--- src/rtl/fir_ctrl_if.sv ---
// ---------------------------------------------------------------------------
// fir_ctrl_if
//   Bundles the streaming handshakes and the RAM / MAC control strobes that
//   the FIR sequencer drives toward the datapath.
//
//   master : the sequencer (drives readies/valids, RAM controls, MAC strobes)
//   slave  : the surrounding datapath / stream endpoints
//
//   ss_tvalid, ss_tlast, ss_tready : input AXI-Stream handshake
//   sm_tvalid, sm_tlast, sm_tready : output AXI-Stream handshake
//   data_EN, data_WE, data_A, data_zero : circular data RAM port control
//   tap_EN, tap_A                  : tap RAM read control
//   mac_clr, mac_en                : accumulator clear / accumulate strobes
// ---------------------------------------------------------------------------
interface fir_ctrl_if #(
    parameter int pADDR_WIDTH = 12
);
    logic                   ss_tvalid;
    logic                   ss_tlast;
    logic                   ss_tready;

    logic                   sm_tvalid;
    logic                   sm_tlast;
    logic                   sm_tready;

    logic                   data_EN;
    logic [3:0]             data_WE;
    logic [pADDR_WIDTH-1:0] data_A;
    logic                   data_zero;

    logic                   tap_EN;
    logic [pADDR_WIDTH-1:0] tap_A;

    logic                   mac_clr;
    logic                   mac_en;

    modport master (
        input  ss_tvalid, ss_tlast, sm_tready,
        output ss_tready, sm_tvalid, sm_tlast,
        output data_EN, data_WE, data_A, data_zero,
        output tap_EN, tap_A,
        output mac_clr, mac_en
    );

    modport slave (
        output ss_tvalid, ss_tlast, sm_tready,
        input  ss_tready, sm_tvalid, sm_tlast,
        input  data_EN, data_WE, data_A, data_zero,
        input  tap_EN, tap_A,
        input  mac_clr, mac_en
    );
endinterface

--- src/rtl/fir_ctrl.sv ---
// ---------------------------------------------------------------------------
// fir_ctrl
//   Sequencing controller for the 11-tap FIR engine. Runs the ap_ctrl
//   start/done/idle protocol, zero-fills the circular data RAM at start,
//   accepts one input sample at a time, walks the 11 taps against the most
//   recent 11 samples, then presents one output beat.
//
//   axis_clk, axis_rst : clock (rising edge) and synchronous active-high reset
//   start              : one-cycle pulse, software wrote ap_start
//   ap_ctrl_rd         : one-cycle pulse, ap_ctrl register was read
//   data_length        : number of samples, captured on an accepted start
//   ap_start/ap_done/ap_idle : ap_ctrl status bits
//   tap_grant          : AXI-Lite side may own the tap RAM (engine idle)
//   err_tlast          : sticky, ss_tlast disagreed with the sample count
//   bus                : stream handshakes, RAM controls and MAC strobes
// ---------------------------------------------------------------------------
module fir_ctrl #(
    parameter int pADDR_WIDTH = 12,
    parameter int pDATA_WIDTH = 32,
    parameter int Tape_Num    = 11
) (
    input  logic                   axis_clk,
    input  logic                   axis_rst,
    input  logic                   start,
    input  logic                   ap_ctrl_rd,
    input  logic [pDATA_WIDTH-1:0] data_length,
    output logic                   ap_start,
    output logic                   ap_done,
    output logic                   ap_idle,
    output logic                   tap_grant,
    output logic                   err_tlast,
    fir_ctrl_if.master             bus
);

    localparam logic [2:0] S_IDLE    = 3'd0;
    localparam logic [2:0] S_CLEAR   = 3'd1;
    localparam logic [2:0] S_WAIT_IN = 3'd2;
    localparam logic [2:0] S_MAC     = 3'd3;
    localparam logic [2:0] S_DRAIN   = 3'd4;
    localparam logic [2:0] S_OUT     = 3'd5;

    // Highest index of both the tap RAM and the circular data RAM.
    localparam logic [3:0] LAST_IDX  = 4'(Tape_Num - 1);
    localparam logic [3:0] DEPTH     = 4'(Tape_Num);

    logic [2:0]             state_reg,     state_next;
    logic [pDATA_WIDTH-1:0] len_reg,       len_next;
    logic [pDATA_WIDTH-1:0] n_reg,         n_next;
    logic [3:0]             wptr_reg,      wptr_next;
    // k doubles as the clear index i in CLEAR and the tap index in MAC.
    logic [3:0]             k_reg,         k_next;
    logic                   ap_start_reg,  ap_start_next;
    logic                   ap_done_reg,   ap_done_next;
    logic                   err_tlast_reg, err_tlast_next;
    logic                   mac_en_reg;

    logic                   is_last;
    logic [3:0]             rd_idx;

    // Byte address of a 32-bit word in an 11-entry RAM.
    function automatic logic [pADDR_WIDTH-1:0] word_addr(input logic [3:0] idx);
        return pADDR_WIDTH'({idx, 2'b00});
    endfunction

    assign is_last = (n_reg == len_reg - pDATA_WIDTH'(1));

    // Sample k positions older than the newest one, modulo the RAM depth.
    // Done with a compare instead of % so it stays a small adder.
    assign rd_idx = (wptr_reg >= k_reg) ? (wptr_reg - k_reg)
                                        : (wptr_reg + DEPTH - k_reg);

    // ------------------------------------------------------------------
    // Next-state and counter logic
    // ------------------------------------------------------------------
    always_comb begin
        state_next     = state_reg;
        len_next       = len_reg;
        n_next         = n_reg;
        wptr_next      = wptr_reg;
        k_next         = k_reg;
        ap_start_next  = ap_start_reg;
        ap_done_next   = ap_done_reg;
        err_tlast_next = err_tlast_reg;

        case (state_reg)
            S_IDLE: begin
                if (start) begin
                    len_next      = data_length;
                    n_next        = '0;
                    wptr_next     = '0;
                    k_next        = '0;
                    ap_start_next = 1'b1;
                    ap_done_next  = 1'b0;
                    state_next    = S_CLEAR;
                end else if (ap_ctrl_rd) begin
                    ap_done_next  = 1'b0;
                end
            end

            S_CLEAR: begin
                if (k_reg == LAST_IDX) begin
                    k_next = '0;
                    if (len_reg == '0) begin
                        // Nothing to stream: finish straight away.
                        ap_start_next = 1'b0;
                        ap_done_next  = 1'b1;
                        state_next    = S_IDLE;
                    end else begin
                        state_next    = S_WAIT_IN;
                    end
                end else begin
                    k_next = k_reg + 4'd1;
                end
            end

            S_WAIT_IN: begin
                if (bus.ss_tvalid) begin
                    ap_start_next = 1'b0;
                    if (bus.ss_tlast != is_last) begin
                        err_tlast_next = 1'b1;
                    end
                    k_next     = '0;
                    state_next = S_MAC;
                end
            end

            S_MAC: begin
                if (k_reg == LAST_IDX) begin
                    k_next     = '0;
                    state_next = S_DRAIN;
                end else begin
                    k_next     = k_reg + 4'd1;
                end
            end

            // Lets the product of the last tap reach the accumulator.
            S_DRAIN: begin
                state_next = S_OUT;
            end

            S_OUT: begin
                if (bus.sm_tready) begin
                    wptr_next = (wptr_reg == LAST_IDX) ? 4'd0 : wptr_reg + 4'd1;
                    n_next    = n_reg + pDATA_WIDTH'(1);
                    if (is_last) begin
                        ap_done_next = 1'b1;
                        state_next   = S_IDLE;
                    end else begin
                        state_next   = S_WAIT_IN;
                    end
                end
            end

            default: begin
                state_next = S_IDLE;
            end
        endcase
    end

    // ------------------------------------------------------------------
    // State registers
    // ------------------------------------------------------------------
    always_ff @(posedge axis_clk) begin
        if (axis_rst) begin
            state_reg     <= S_IDLE;
            len_reg       <= '0;
            n_reg         <= '0;
            wptr_reg      <= '0;
            k_reg         <= '0;
            ap_start_reg  <= 1'b0;
            ap_done_reg   <= 1'b0;
            err_tlast_reg <= 1'b0;
            mac_en_reg    <= 1'b0;
        end else begin
            state_reg     <= state_next;
            len_reg       <= len_next;
            n_reg         <= n_next;
            wptr_reg      <= wptr_next;
            k_reg         <= k_next;
            ap_start_reg  <= ap_start_next;
            ap_done_reg   <= ap_done_next;
            err_tlast_reg <= err_tlast_next;
            // One cycle behind MAC to line up with the RAM read latency.
            mac_en_reg    <= (state_reg == S_MAC);
        end
    end

    // ------------------------------------------------------------------
    // Output decode (no registers except mac_en)
    // ------------------------------------------------------------------
    always_comb begin
        bus.ss_tready = 1'b0;
        bus.sm_tvalid = 1'b0;
        bus.sm_tlast  = 1'b0;
        bus.data_EN   = 1'b0;
        bus.data_WE   = 4'h0;
        bus.data_A    = '0;
        bus.data_zero = 1'b0;
        bus.tap_EN    = 1'b0;
        bus.tap_A     = '0;
        bus.mac_clr   = 1'b0;

        case (state_reg)
            S_CLEAR: begin
                bus.data_EN   = 1'b1;
                bus.data_WE   = 4'hF;
                bus.data_zero = 1'b1;
                bus.data_A    = word_addr(k_reg);
            end

            S_WAIT_IN: begin
                bus.ss_tready = 1'b1;
                if (bus.ss_tvalid) begin
                    bus.data_EN = 1'b1;
                    bus.data_WE = 4'hF;
                    bus.data_A  = word_addr(wptr_reg);
                    bus.mac_clr = 1'b1;
                end
            end

            S_MAC: begin
                bus.tap_EN  = 1'b1;
                bus.tap_A   = word_addr(k_reg);
                bus.data_EN = 1'b1;
                bus.data_A  = word_addr(rd_idx);
            end

            S_OUT: begin
                bus.sm_tvalid = 1'b1;
                bus.sm_tlast  = is_last;
            end

            default: begin
            end
        endcase
    end

    assign bus.mac_en = mac_en_reg;
    assign ap_start   = ap_start_reg;
    assign ap_done    = ap_done_reg;
    assign ap_idle    = (state_reg == S_IDLE);
    // Tap RAM belongs to the register side only while the engine is idle.
    assign tap_grant  = (state_reg == S_IDLE);
    assign err_tlast  = err_tlast_reg;

endmodule

--- src/flat_wrapper.sv ---
// flat-port wrapper written by rule: the top's interface ports become plain ports
module fir_ctrl_flat 
#(
    parameter int pADDR_WIDTH = 12,
    parameter int pDATA_WIDTH = 32,
    parameter int Tape_Num    = 11
)
  (axis_clk, axis_rst, start, ap_ctrl_rd, data_length, ap_start, ap_done, ap_idle, tap_grant, err_tlast, bus_ss_tvalid, bus_ss_tlast, bus_sm_tready, bus_ss_tready, bus_sm_tvalid, bus_sm_tlast, bus_data_EN, bus_data_WE, bus_data_A, bus_data_zero, bus_tap_EN, bus_tap_A, bus_mac_clr, bus_mac_en);
  fir_ctrl_if #(.pADDR_WIDTH(pADDR_WIDTH)) bus_i ();
  input  logic axis_clk;
  input  logic axis_rst;
  input  logic start;
  input  logic ap_ctrl_rd;
  input  logic [pDATA_WIDTH-1:0] data_length;
  output logic ap_start;
  output logic ap_done;
  output logic ap_idle;
  output logic tap_grant;
  output logic err_tlast;
  input wire logic [$bits(bus_i.ss_tvalid)-1:0] bus_ss_tvalid;
  input wire logic [$bits(bus_i.ss_tlast)-1:0] bus_ss_tlast;
  input wire logic [$bits(bus_i.sm_tready)-1:0] bus_sm_tready;
  output wire logic [$bits(bus_i.ss_tready)-1:0] bus_ss_tready;
  output wire logic [$bits(bus_i.sm_tvalid)-1:0] bus_sm_tvalid;
  output wire logic [$bits(bus_i.sm_tlast)-1:0] bus_sm_tlast;
  output wire logic [$bits(bus_i.data_EN)-1:0] bus_data_EN;
  output wire logic [$bits(bus_i.data_WE)-1:0] bus_data_WE;
  output wire logic [$bits(bus_i.data_A)-1:0] bus_data_A;
  output wire logic [$bits(bus_i.data_zero)-1:0] bus_data_zero;
  output wire logic [$bits(bus_i.tap_EN)-1:0] bus_tap_EN;
  output wire logic [$bits(bus_i.tap_A)-1:0] bus_tap_A;
  output wire logic [$bits(bus_i.mac_clr)-1:0] bus_mac_clr;
  output wire logic [$bits(bus_i.mac_en)-1:0] bus_mac_en;
  assign bus_i.ss_tvalid = bus_ss_tvalid;
  assign bus_i.ss_tlast = bus_ss_tlast;
  assign bus_i.sm_tready = bus_sm_tready;
  assign bus_ss_tready = bus_i.ss_tready;
  assign bus_sm_tvalid = bus_i.sm_tvalid;
  assign bus_sm_tlast = bus_i.sm_tlast;
  assign bus_data_EN = bus_i.data_EN;
  assign bus_data_WE = bus_i.data_WE;
  assign bus_data_A = bus_i.data_A;
  assign bus_data_zero = bus_i.data_zero;
  assign bus_tap_EN = bus_i.tap_EN;
  assign bus_tap_A = bus_i.tap_A;
  assign bus_mac_clr = bus_i.mac_clr;
  assign bus_mac_en = bus_i.mac_en;
  fir_ctrl #(.pADDR_WIDTH(pADDR_WIDTH), .pDATA_WIDTH(pDATA_WIDTH), .Tape_Num(Tape_Num)) u_core (.axis_clk(axis_clk), .axis_rst(axis_rst), .start(start), .ap_ctrl_rd(ap_ctrl_rd), .data_length(data_length), .ap_start(ap_start), .ap_done(ap_done), .ap_idle(ap_idle), .tap_grant(tap_grant), .err_tlast(err_tlast), .bus(bus_i));
endmodule
--- config.mk ---
export PLATFORM = sky130hd
export DESIGN_NAME = fir_ctrl_flat
export DESIGN_NICKNAME = d
export VERILOG_FILES = /design/src/rtl/fir_ctrl_if.sv /design/src/rtl/fir_ctrl.sv /design/src/flat_wrapper.sv
export SDC_FILE = /design/constraint.sdc
export NUM_CORES = 1
export LEC_CHECK = 0
export CAP_MARGIN = 10
export CORE_UTILIZATION = 55
export DETAILED_ROUTE_END_ITERATION = 10
export HOLD_SLACK_MARGIN = 0.08
export PLACE_DENSITY_LB_ADDON = 0.15
export SLEW_MARGIN = 20
export SYNTH_ARGS = -nofsm -noshare
export SYNTH_HDL_FRONTEND = slang
export SYNTH_SLANG_ARGS = --single-unit
--- constraint.sdc ---
create_clock -name axis_clk -period 4.15 [get_ports axis_clk]
set_input_delay 0.6225 -clock axis_clk [delete_from_list [all_inputs] [get_ports axis_clk]]
set_output_delay 0.6225 -clock axis_clk [all_outputs]
set_load 0.01 [all_outputs]
---- Word-level counts from Yosys, hierarchy flattened ----
Index checks and enable logic that the tools add are counted.
Widths: inputs -> output; s select.
cells by class
  equality and inequality tests ........... 17
  mux-type cells .......................... 44
  reductions and logical operators ........ 14
  add/sub/neg operators ................... 7
  $lt $le $gt $ge ......................... 1
operators by type and width
  kind                   count
  $mux 32                2
  $pmux 32 s2            1
  $pmux 12 s3            1
  $add 32x1->32 const B  1
  $eq 32x32->1           1
  $logic_not 32->1       1
  $sub 32x1->32 const B  1
  $mux 4                 7
  $pmux 3 s6             1
  $mux 1                 17
  $pmux 4 s2             2
  $mux 3                 5
  $mux 6                 2
  $pmux 4 s3             1
  $reduce_and 5->1       2
  $reduce_and 3->1       3
  $reduce_bool 3->1      3
  $add 4x1->4 const B    2
  $eq 4x4->1 const B     2
  $ne 2x1->1 const B     4
  $sub 4x4->4            2
  $eq 3x2->1 const B     2
  $eq 3x3->1 const B     2
  $ne 2x2->1 const B     3
  13 further kinds       15
word-level totals
  register bits ........................... 79
  output and inout port bits .............. 41
  word-level logic and storage cells ...... 92
  bits of input ports ..................... 39

---- Longest topological paths before layout ----
Gate-level depths: netlist of the first run.
  depth in word-level cells ............... 5
  gate-level depth with buffers ........... 12
  gate-level depth less buffers ........... 11

---- Worst setup path after synthesis of the first run ----
Ideal clock, no wire load.
  path kind ............................... register to output
  start point ............................. register u_core.len_reg[22]
  end point ............................... output bus_sm_tlast
  setup slack ............................. 0.955 ns
  arrival ................................. 2.572 ns
  cell stages (with the launch flop) ...... 9
  path buffers ............................ 0
  cell sequence ........................... dfxtp_1 > or4_1 > or3_4 > or4_1 > o21ai_1 > nand4_1 > nor4b_1 > nand4_1 > nor2_1
on the way
  cells in the longest elaborated chain, start to end .. 3
RTL lines
  what                      RTL line            text
  start: declaration        fir_ctrl.sv:47      logic [pDATA_WIDTH-1:0] len_reg, len_next;
  start signal: assignment  fir_ctrl.sv:176     len_reg <= len_next;
  $sub 32x1->32             fir_ctrl.sv:65      assign is_last = (n_reg == len_reg - pDATA_WIDTH'(1));
  $eq 32x32->1              fir_ctrl.sv:65
  $mux 1                    fir_ctrl.sv:203     case (state_reg)
  end: declaration          flat_wrapper.sv:25  output wire logic [$bits(bus_i.sm_tlast)-1:0] bus_sm_tlast;
No other way between the ends.

---- Final worst setup path of the first run ----
Ends and elaborated chain as after synthesis.

==> results by group, run 1 <==
Critical path
  • Crit path DAT: 3.33 ns
  • Worst flop-to-flop path endpoint: u_core.err_tlast$_SDFFE_PP0P_
  • Cells on worst reg2reg path: 8
  • CP max FO: 6
  • Reg-to-reg slack, setup: 1.03 ns
  • CP Launch Point: u_core.len_reg[22]$_SDFFE_PP0P_
  • Worst path required time: roughly 3.5 ns
  • Critical path endpoint category: output pin
  • CP Class: reg -> out
  • Critical path launch point type: register
  • Reg-to-reg startpoint: u_core.len_reg[2]$_SDFFE_PP0P_

STA
  • Hold Vio Cnt, Final: 0
  • Final hold slack: 0.4967 ns
  • Slew margin rel.: a little over half
  • Final WS setup: 0.2000 ns
  • RSZ-0062 raised after global routing: false
  • Max Fclk: 0.2532 GHz
  • Actual slew at the worst max-slew pin: 0.7106 ns
  • Worst Skew: 0.01025 ns
  • Max Slew Vio Count: 0
  • Tmin final: 3.950 ns
  • Tcrit/Tclk final: 95.18%
  • Final setup vio count: 0
  • Setup TNS: 0 ns

Power and ir drop
  • Static Leakage: 0.002203 uW
  • Worst vdd ir: between 200 and 300 uV
  • Power Dens Cells: 344.3 nW/um^2
  • Total power: 2077 uW

Synthesis
  • Sequential share of the synthesized area: approximately 30%
  • Synth warn: 0
  • Seq cells post-synth: 79
  • Most used DFF post-synth: dfxtp_1
  • Gate Count Post-Synth: 680
  • Yosys cell types: 74
  • Post-synth ARST share: 0%
  • Number of synthesized flops with an enable pin: 0
  • Mapped Avg Cell Area: 7.695 sq um
  • Area of the mapped netlist: ~5200 sq um

CTS
  • Clock Sink Count: 79
  • Total CTS buffers: 9
  • Post-CTS Repair Setup Buffers: 0
  • Maximum clock insertion buffer count: 2
  • Clk_lat worst skew: 0.36 ns
  • Root buffer cell: clkbuf_8
  • Htree depth: 3
  • CTS tree: built
  • Worst-path clk slew: 0.07 ns

Route
  • Iter 0 DRT Violations: 165
  • Drt pass-1 iters: 5
  • Routed WL: 13280 microns
  • DRT antenna net count: 0
  • Via density: 5.790
  • Via count: 4968
  • Drt wl/cell: 15.48 microns
  • DRC: 0

GRT
  • First-pass GRT wire length: between 20000 and 25000 microns
  • Initial antenna violation count: 0
  • All-Layer GR Usage: 28.16%
  • Largest net degree at the start of global routing: 46
  • Grt ovf: 0
  • Vias in the first global route: 4682

Worst hold path
  • Hold Path Stages: 2
  • Worst Hold End: u_core.len_reg[30]$_SDFFE_PP0P_
  • Hold Startpoint: u_core.len_reg[30]$_SDFFE_PP0P_
  • Hold crit path type: reg -> reg

Final layout
  • Inserted Diodes: 0
  • Layout cell share with drive strength beyond 1: just over 7%
  • Filler cell count: between 800 and 900
  • Area Overhead vs Synth: 15.30%
  • Final #Nets: 782

Floorplan
  • Die ar.: 9908 sq um
  • Core footprint: 9240 sq um
  • Die Wd: ~100 microns
  • # rows: 35
  • Die H: 99.54 microns
  • I/O Pins: 80
  • Starting Density: 56.63%

Status
  • Status: finished, final reports clean

Placed design
  • Routability cong.: 0.9203
  • Port buffer count: 63
  • Dpl ws: roughly 0.21 ns
  • DP HPWL: 9952 microns

Job
  • Max Cap Viol: 0
==> kinds of logic after synthesis <==
family | Yosys count | synth area share, %
AND/OR/NAND/NOR | 311 | 30.66
AO/OA/AOI/OAI | 122 | 14.97
flip-flops | 79 | 30.22
buffers and inverters | 77 | 7.293
XOR/XNOR | 69 | 11.55
adder cells (fa/ha/maj) | 16 | 4.256
multiplexers | 5 | 0.9804
other | 1 | 0.07167
==> where the power goes <==
group	switching (uW)	total (uW)	internal, uW
combinational	406	726	319
clock	262	487	224
sequential	69.0	865	796
total	738	2080	1340
==> cell usage after synthesis, drive strengths merged, types with 4 or more instances <==
library cell	count	area share [%]
a211oi	4	0.57
a21o	4	0.57
a21oi	55	5.4
a22oi	6	0.86
a31oi	7	0.84
and3	11	1.3
buf	26	3.6
clkbuf	24	1.7
dfxtp	79	30
ha	13	3.1
inv	27	1.9
mux2i	4	0.77
nand2	97	7.0
nand2b	8	0.96
nand3	23	2.3
nand3b	5	0.72
nand4	13	1.6
nor2	72	5.2
nor3	19	2.0
nor3b	5	0.81
nor4	15	2.4
nor4b	6	1.3
o21ai	14	1.4
o31ai	4	0.57
or2	7	0.84
or3	9	1.2
or4	8	1.3
xnor2	35	5.9
xor2	34	5.7
==> per-stage QoR <==
step / instance area [sq um] / utilization, % / cells
3_3_place_gp: 5861 / 63.43 / 845
2_1_floorplan: 5289 / - / 695
3_5_place_dp: 5861 / 63.43 / 845
5_1_grt: 6033 / 65.29 / 858
6_report: 6033 / 65.29 / 858
4_1_cts: 6027 / 65.23 / 858
==> layer usage <==
layer  routed length [microns]  up-vias  track usage [%]
li1                          -     2426                -
met1                      5689     2360            33.56
met2                      6603      153            50.53
met3                       639       29            4.427
met4                       346        0            11.09
met5                         0        -                0
==> critical path: stages, from the launching register on <==
cell and delay [ns]:
dfxtp_1 0.37, or4_4 0.56, or3_4 0.38, or4_1 0.48
o21ai_1 0.19, nand4_1 0.15, nor4b_2 0.30, nand4_1 0.14
nor2_1 0.13, dlygate4sd2_1 0.28
==> layout make-up <==
class / instances / area [sq um] / share of cell area [%]
sequential: 79 / 1582 / 26.21
clock inverter: 1 / 7.507 / 0.1244
tap: 129 / 161.4 / 2.675
inverter: 27 / 101.3 / 1.680
timing repair buffer: 71 / 689.4 / 11.43
multi-input combinational: 539 / 3347 / 55.47
clock buffer: 12 / 145.1 / 2.406
==> what timing repair did <==
action	CTS	global route
endpoints found under the setup margin	1	1
hold buffers	0	0
gates resized for setup	4	2
pin swaps	0	0
==> cell usage in the layout (no fill, tap or decap), types with 11 or more instances in the layout <==
cell type | netlist | final
ha_1 | 13 | 13
nor3_1 | 17 | 16
conb_1 | 1 | 16
dfxtp_1 | 79 | 79
nand2_1 | 97 | 96
clkdlybuf4s50_1 | 0 | 62
and3_1 | 11 | 11
nand4_1 | 13 | 13
o21ai_0 | 12 | 12
nand3_1 | 22 | 22
inv_1 | 27 | 27
a21oi_1 | 53 | 53
xor2_1 | 34 | 34
xnor2_1 | 35 | 35
nor2_1 | 71 | 71
==> how the worst max path moves through the flow <==
stage / endpoint / slack (ns) / cells past startpoint
detailed placement: bus_sm_tlast / 0.21 / 9
finish: bus_sm_tlast / 0.20 / 9
floorplan: bus_sm_tlast / 0.96 / 8
CTS: bus_sm_tlast / 0.18 / 9
global route: bus_sm_tlast / 0.0007 / 9
global placement: bus_sm_tlast / 0.26 / 9
Power figures use the tool's default switching activity.
==> inputs of run 2 (changes only) <==
--- a/config.mk
+++ b/config.mk
@@ -8,7 +8,6 @@
 export CAP_MARGIN = 10
 export CORE_UTILIZATION = 55
 export DETAILED_ROUTE_END_ITERATION = 10
-export HOLD_SLACK_MARGIN = 0.08
 export PLACE_DENSITY_LB_ADDON = 0.15
 export SLEW_MARGIN = 20
 export SYNTH_ARGS = -nofsm -noshare
==> results of run 2 <==
Same layout as run 1: the final DEF is identical, and so are final timing and power.
